==> config.mk <==
export PLATFORM = sky130hd
export DESIGN_NAME = seq_alu
export DESIGN_NICKNAME = d
export VERILOG_FILES = /design/src/rtl/seq_alu.sv
export SDC_FILE = /design/constraint.sdc
export NUM_CORES = 1
export LEC_CHECK = 0
export ABC_AREA = 1
export CORE_ASPECT_RATIO = 1.75
export CORE_UTILIZATION = 60
export DETAILED_ROUTE_END_ITERATION = 16
export PLACE_DENSITY = 0.79
export SKIP_LAST_GASP = 1
export SLEW_MARGIN = 20
export SYNTH_ARGS = -nofsm -noshare
export SYNTH_HDL_FRONTEND = slang
export SYNTH_SLANG_ARGS = --single-unit
export TNS_END_PERCENT = 1
==> constraint.sdc <==
create_clock -name clk -period 3.7 [get_ports clk]
set_clock_uncertainty 0.1 [all_clocks]
set_input_delay 0.74 -clock clk [delete_from_list [all_inputs] [get_ports clk]]
set_output_delay 0.74 -clock clk [all_outputs]
set_load 0.02 [all_outputs]
==> src/rtl/seq_alu.sv <==
// Registered multicycle ALU with start/busy/done handshake; MUL and DIVU/REMU iterate WIDTH cycles.
// Optional signed-overflow output V is enabled by defining SEQ_ALU_OVERFLOW_EN.
module seq_alu #(
    parameter int WIDTH = 32
) (
    input  logic             clk,
    input  logic             reset,
    input  logic             start,
    input  logic [3:0]       F,
    input  logic [WIDTH-1:0] A,
    input  logic [WIDTH-1:0] B,
    output logic [WIDTH-1:0] Y,
    output logic             Zero,
    output logic             busy,
    output logic             done
`ifdef SEQ_ALU_OVERFLOW_EN
    ,
    output logic             V
`endif
);

    localparam int SHW = $clog2(WIDTH);
    localparam logic [SHW:0] CNT_INIT = (SHW+1)'(WIDTH);
    localparam logic [SHW:0] CNT_ONE  = (SHW+1)'(1);

    localparam logic [3:0] OP_AND  = 4'b0000;
    localparam logic [3:0] OP_OR   = 4'b0001;
    localparam logic [3:0] OP_ADD  = 4'b0010;
    localparam logic [3:0] OP_SLTU = 4'b0011;
    localparam logic [3:0] OP_XOR  = 4'b0100;
    localparam logic [3:0] OP_NOR  = 4'b0101;
    localparam logic [3:0] OP_SUB  = 4'b0110;
    localparam logic [3:0] OP_SLT  = 4'b0111;
    localparam logic [3:0] OP_SLL  = 4'b1000;
    localparam logic [3:0] OP_SRL  = 4'b1001;
    localparam logic [3:0] OP_SRA  = 4'b1010;
    localparam logic [3:0] OP_MUL  = 4'b1100;
    localparam logic [3:0] OP_DIVU = 4'b1110;
    localparam logic [3:0] OP_REMU = 4'b1111;

    typedef enum logic {IDLE, RUN} state_t;

    state_t           state, state_nx;
    logic [SHW:0]     cnt;
    logic [3:0]       f_q;
    logic [WIDTH-1:0] acc, opa, opb;
    logic [WIDTH-1:0] acc_nx, opa_nx, opb_nx;
    logic [WIDTH:0]   trial;
    logic             ge;
    logic [WIDTH-1:0] res;
    logic [SHW-1:0]   shamt;
    logic             is_multi;
    logic             last;

    assign shamt    = B[SHW-1:0];
    assign is_multi = (F == OP_MUL) || (F == OP_DIVU) || (F == OP_REMU);
    assign last     = (cnt == CNT_ONE);
    assign Zero     = (Y == '0);

    always_comb begin
        res = '0;
        case (F)
            OP_AND:  res = A & B;
            OP_OR:   res = A | B;
            OP_ADD:  res = A + B;
            OP_SUB:  res = A - B;
            OP_SLT:  res = {{(WIDTH-1){1'b0}}, ($signed(A) < $signed(B))};
            OP_SLTU: res = {{(WIDTH-1){1'b0}}, (A < B)};
            OP_XOR:  res = A ^ B;
            OP_NOR:  res = ~(A | B);
            OP_SLL:  res = A << shamt;
            OP_SRL:  res = A >> shamt;
            OP_SRA:  res = $unsigned($signed(A) >>> shamt);
            default: res = '0;
        endcase
    end

`ifdef SEQ_ALU_OVERFLOW_EN
    logic ovf;

    always_comb begin
        ovf = 1'b0;
        if (F == OP_ADD)
            ovf = (A[WIDTH-1] == B[WIDTH-1]) && (res[WIDTH-1] != A[WIDTH-1]);
        else if (F == OP_SUB)
            ovf = (A[WIDTH-1] != B[WIDTH-1]) && (res[WIDTH-1] != A[WIDTH-1]);
    end
`endif

    // One iteration: acc/opa/opb are multiplier state for MUL, remainder/quotient/divisor for DIV.
    // With a zero divisor every trial succeeds, giving all-ones quotient and remainder == A.
    always_comb begin
        trial  = {acc, opa[WIDTH-1]};
        ge     = (trial >= {1'b0, opb});
        acc_nx = acc;
        opa_nx = opa;
        opb_nx = opb;
        if (f_q == OP_MUL) begin
            acc_nx = opb[0] ? acc + opa : acc;
            opa_nx = opa << 1;
            opb_nx = opb >> 1;
        end else begin
            acc_nx = ge ? trial[WIDTH-1:0] - opb : trial[WIDTH-1:0];
            opa_nx = {opa[WIDTH-2:0], ge};
        end
    end

    always_ff @(posedge clk) begin
        if (reset)
            state <= IDLE;
        else
            state <= state_nx;
    end

    always_comb begin
        state_nx = state;
        case (state)
            IDLE: if (start && is_multi) state_nx = RUN;
            RUN:  if (last) state_nx = IDLE;
            default: state_nx = IDLE;
        endcase
    end

    always_comb begin
        busy = (state == RUN);
    end

    always_ff @(posedge clk) begin
        if (reset) begin
            Y    <= '0;
            done <= 1'b0;
            cnt  <= '0;
            f_q  <= '0;
            acc  <= '0;
            opa  <= '0;
            opb  <= '0;
`ifdef SEQ_ALU_OVERFLOW_EN
            V    <= 1'b0;
`endif
        end else begin
            done <= 1'b0;
            case (state)
                IDLE: begin
                    if (start) begin
                        f_q <= F;
                        if (is_multi) begin
                            cnt <= CNT_INIT;
                            acc <= '0;
                            opa <= A;
                            opb <= B;
                        end else begin
                            Y    <= res;
                            done <= 1'b1;
`ifdef SEQ_ALU_OVERFLOW_EN
                            V    <= ovf;
`endif
                        end
                    end
                end
                RUN: begin
                    cnt <= cnt - CNT_ONE;
                    acc <= acc_nx;
                    opa <= opa_nx;
                    opb <= opb_nx;
                    if (last) begin
                        Y    <= (f_q == OP_DIVU) ? opa_nx : acc_nx;
                        done <= 1'b1;
`ifdef SEQ_ALU_OVERFLOW_EN
                        V    <= 1'b0;
`endif
                    end
                end
                default: ;
            endcase
        end
    end

endmodule

==> results of run 1 <==
per-stage QoR:
stage               std cells  instance area [µm²]
floorplan                4235                22300
global placement         4888                25200
detailed placement       4888                25200
CTS                      4919                25800
kinds of logic after synthesis:
| logic type | count (synthesis) | share of synthesized area [%] |
|---|---|---|
| xor+xnor | 30 | 1.18 |
| fa+ha+maj | 169 | 9.60 |
| flops | 140 | 12.6 |
| simple gates | 2467 | 47.1 |
| mux | 1 | 0.0448 |
| buf+inv | 793 | 13.9 |
| compound gates | 635 | 15.7 |
metal layers:
metal  GRT overflow  global-route usage, %
met3              3                   52.7
met1              1                   73.2
met4            176                   78.7
met2            336                   99.3
met5              0                   14.5
==> flow_summary.json, run 1 <==
{
  "rows": 93,
  "htreeDepth": 4,
  "ys.flop_type": "dfxtp_1",
  "gp_congestion": 1.24,
  "postCtsSetupBuffers": 0,
  "synthesis.area_um2": 22300,
  "grt_overflow_total": 516,
  "failed_stage": "global routing (5_1_grt)",
  "synth_most_common_cell": "nand2_1",
  "synth.distinct_cells": 51,
  "synth_common_cells": "nand2_1 (1420), inv_1 (600), nand3_1 (571)",
  "dp_hpwl_um": 92700,
  "ys_ff_latch": 140,
  "synth_top_area_cell": "nand2_1",
  "initial_utilization_pct": 60.7,
  "io_buffers": 105,
  "grt_max_degree": 87,
  "io_pins": 106,
  "synth_edf_count": 0,
  "async_flop_share_pct": 0,
  "cts_resized": 0,
  "yosysTopAreaCellShare_pct": 23.9,
  "synth_area_leaders": "nand2_1 (24%), nand3_1 (13%), dfxtp_1 (13%)",
  "yosysWarnings": 0,
  "grt_pass1_vias": 33900,
  "grt.total_usage_pct": 75.4,
  "hold_buffers": 0,
  "cts-root-buf": "clkbuf_16",
  "clkSinkCount": 140,
  "syn_inst": 4235,
  "grt_pass1_wl_um": 224000,
  "fp.dieH_um": 257,
  "cts_buffers": 17,
  "syn_nets": 4475,
  "error_line": "[ERROR GRT-0116] Global routing finished with congestion. Check the congestion regions in the DRC Viewer.",
  "clockBufferDepth": 2,
  "ys_seq_area_share_pct": 12.6,
  "die_x_um": 148,
  "run_status": "stopped before the end",
  "dpl_worst_slack_ns": -0.150,
  "synth_area_per_cell_um2": 5.27
}
==> run 2, diff against run 1 <==
--- a/config.mk
+++ b/config.mk
@@ -6,10 +6,9 @@
 export NUM_CORES = 1
 export LEC_CHECK = 0
 export ABC_AREA = 1
-export CORE_ASPECT_RATIO = 1.75
-export CORE_UTILIZATION = 60
+export CORE_UTILIZATION = 40
 export DETAILED_ROUTE_END_ITERATION = 16
-export PLACE_DENSITY = 0.79
+export PLACE_DENSITY_LB_ADDON = 0.15
 export SKIP_LAST_GASP = 1
 export SLEW_MARGIN = 20
 export SYNTH_ARGS = -nofsm -noshare
==> flow_summary.json, run 2 <==
{
  "run_status": "completed",
  "postCtsSetupBuffers": 0,
  "maxCapViolCount": 0,
  "synth_edf_count": 0,
  "layout_commonest_cell": "nand2_1",
  "grt.total_usage_pct": 45.4,
  "drt_iter0_markers": 3691,
  "grt_overflow_total": 0,
  "io_pins": 106,
  "synth_area_per_cell_um2": 5.27,
  "ir_worst_vdd_mv": 0.316,
  "relSlewSlack_pct": 29.2,
  "cts_buffers": 17,
  "hold_ws_ns": 0.383,
  "htreeDepth": 4,
  "power_leakage_uw": 0.0147,
  "finalHoldViolCount": 0,
  "start_kind": "input pin",
  "placed_cells": 5327,
  "dp_hpwl_um": 108000,
  "p_per_area_nw_per_um2": 313,
  "rows": 86,
  "synth_most_common_cell": "nand2_1",
  "die_x_um": 238,
  "area_growth_pct": 22.9,
  "ys.flop_type": "dfxtp_1",
  "p_int_uw": 4320,
  "num_vias": 30200,
  "cts-root-buf": "clkbuf_16",
  "ys_seq_area_share_pct": 12.6,
  "path_clk_slew_ns": 0.07,
  "fp.coreArea_um2": 55100,
  "wl_per_cell_um": 24.4,
  "antenna_found_initial": 4,
  "max_freq_ghz": 0.282,
  "initial_utilization_pct": 40.5,
  "vias_per_cell": 5.64,
  "hold_buffers": 0,
  "wirelength_um": 131000,
  "clockPowerShare_pct": 22.3,
  "firstDrtPassIters": 6,
  "seq_area_um2": 2810,
  "clk_latency_ns": 0.49,
  "path_class": "in2reg",
  "final_cell_mix": "nand2_1 (1420), inv_1 (597), nand3_1 (571)",
  "fp.dieH_um": 238,
  "drtAntennaViolNets": 0,
  "finalCritPeriodShare_pct": 96.0,
  "yosysTopAreaCellShare_pct": 23.9,
  "end_kind": "flop",
  "hold_path_class": "reg2reg",
  "cts_resized": 0,
  "synthesis.area_um2": 22300,
  "slew_viol_final": 0,
  "grt_max_degree": 93,
  "yosysWarnings": 0,
  "drive_gt1_share_pct": 11.3,
  "multi_input_area_um2": 16400,
  "io_buffers": 105,
  "syn_nets": 4475,
  "grt_pass1_vias": 27900,
  "syn_inst": 4235,
  "swShare_pct": 49.7,
  "async_flop_share_pct": 0,
  "cts_tree": "built",
  "clkSinkCount": 140,
  "switching_power_uw": 4260,
  "setup_violations": 0,
  "comb_power_share_pct": 56.7,
  "finalCriticalPeriod_ns": 3.55,
  "synth_common_cells": "nand2_1 (1420), inv_1 (600), nand3_1 (571)",
  "synth_top_area_cell": "nand2_1",
  "clockBufferDepth": 2,
  "fin_nets": 4838,
  "n_fill_cell": 6280,
  "cp_max_fo": 8,
  "tightest_slew_ns": 1.06,
  "gp_congestion": 1.07,
  "dieArea_um2": 56800,
  "critPathRequiredTime_ns": 3.99,
  "worstPathArrival_ns": 3.84,
  "ys_ff_latch": 140,
  "synth.distinct_cells": 51,
  "grt_pass1_wl_um": 187000,
  "pwr-share-seq_pct": 21.0,
  "rsz0062_at_grt": "false",
  "stdcell_count": 5359,
  "synth_area_leaders": "nand2_1 (24%), nand3_1 (13%), dfxtp_1 (13%)",
  "finish.utilization_pct": 49.8,
  "post-route-drc-count": 0
}
## run 2: final cells by class
cell class | instances | area share, %
Tap cell | 748 | 3.41
Inverter | 613 | 8.41
Clock buffer | 19 | 1.61
Multi-Input combinational cell | 3302 | 59.9
Sequential cell | 140 | 10.2
Antenna cell | 1 | 0.00912
Timing Repair Buffer | 524 | 15.8
Clock inverter | 12 | 0.597
## run 2: cells by family (layout without fill, tap and decap cells)
kind of cell             after synthesis  in the layout  share of synthesized area [%]
AND/OR/NAND/NOR                     2467           2467                           47.1
buffers and inverters                793           1168                           13.9
AO/OA/AOI/OAI                        635            635                           15.7
adder cells (fa/ha/maj)              169            169                           9.60
flip-flops                           140            140                           12.6
XOR/XNOR                              30             30                           1.18
multiplexers                           1              1                         0.0448
other                                  0              1                              0
## run 2: stage by stage
step | setup slack [ns] | instance area [µm²] | total power [µW] | setup TNS (ns)
after floorplan | 0.458 | 22300 | 4530 | 0
after global placement | -0.549 | 26800 | 6530 | -1.37
after detailed placement | -0.447 | 26800 | 6520 | -1.25
after CTS | 0.0573 | 27400 | 8420 | 0
after global routing | 0.0127 | 27400 | 9000 | 0
final | 0.148 | 27400 | 8580 | 0
## run 2: path summary, 6_finish.rpt
kind                              start  endpoint  slack [ns]  cells past startpoint
worst max-delay path              A[19]     Y[28]        0.15                     17
worst min register to register   opb[4]    opb[3]        0.38                      2
worst max register to register  acc[11]      Y[6]        0.37                     15
worst min-delay path             opb[4]    opb[3]        0.38                      2
## run 2: power groups by stage
stage | registers, µW | clock network [µW] | logic, µW
6_report | 1800 | 1910 | 4860
5_1_grt | 1800 | 1980 | 5230
4_1_cts | 1790 | 1910 | 4720
3_5_place_dp | 1820 | 0 | 4700
3_3_place_gp | 1830 | 0 | 4700
2_1_floorplan | 1770 | 0 | 2760
## run 2: critical path, stage by stage
cell	delay, ns
clkdlybuf4s50_1	0.62
inv_1	0.22
ha_1	0.51
nand2_1	0.13
inv_1	0.07
nand2_1	0.10
buf_4	0.16
nor3_2	0.41
nand2_1	0.31
nand2_1	0.12
nand2_1	0.06
nand3_1	0.07
nand3_1	0.08
nand2_1	0.07
nand3_1	0.08
nand2_1	0.07
inv_1	0.03
## run 2: metal layers
metal / share of wire [%] / vias up / routed length, µm / GRT usage (%)
met1: 39 / 13700 / 51100 / 55.7
li1: - / 14400 / - / -
met5: 0.027 / - / 35 / 0
met3: 9.4 / 400 / 12300 / 8.38
met4: 9.3 / 6 / 12100 / 36.1
met2: 42 / 1675 / 55300 / 69.7
(Power assumes the default switching activity.)
==> run 3, diff against run 2 <==
--- a/config.mk
+++ b/config.mk
@@ -6,6 +6,7 @@
 export NUM_CORES = 1
 export LEC_CHECK = 0
 export ABC_AREA = 1
+export ABC_CLOCK_PERIOD_IN_PS = 3700
 export CORE_UTILIZATION = 40
 export DETAILED_ROUTE_END_ITERATION = 16
 export PLACE_DENSITY_LB_ADDON = 0.15
==> results of run 3 <==
Final layout, timing and power as in run 2 (identical DEF).
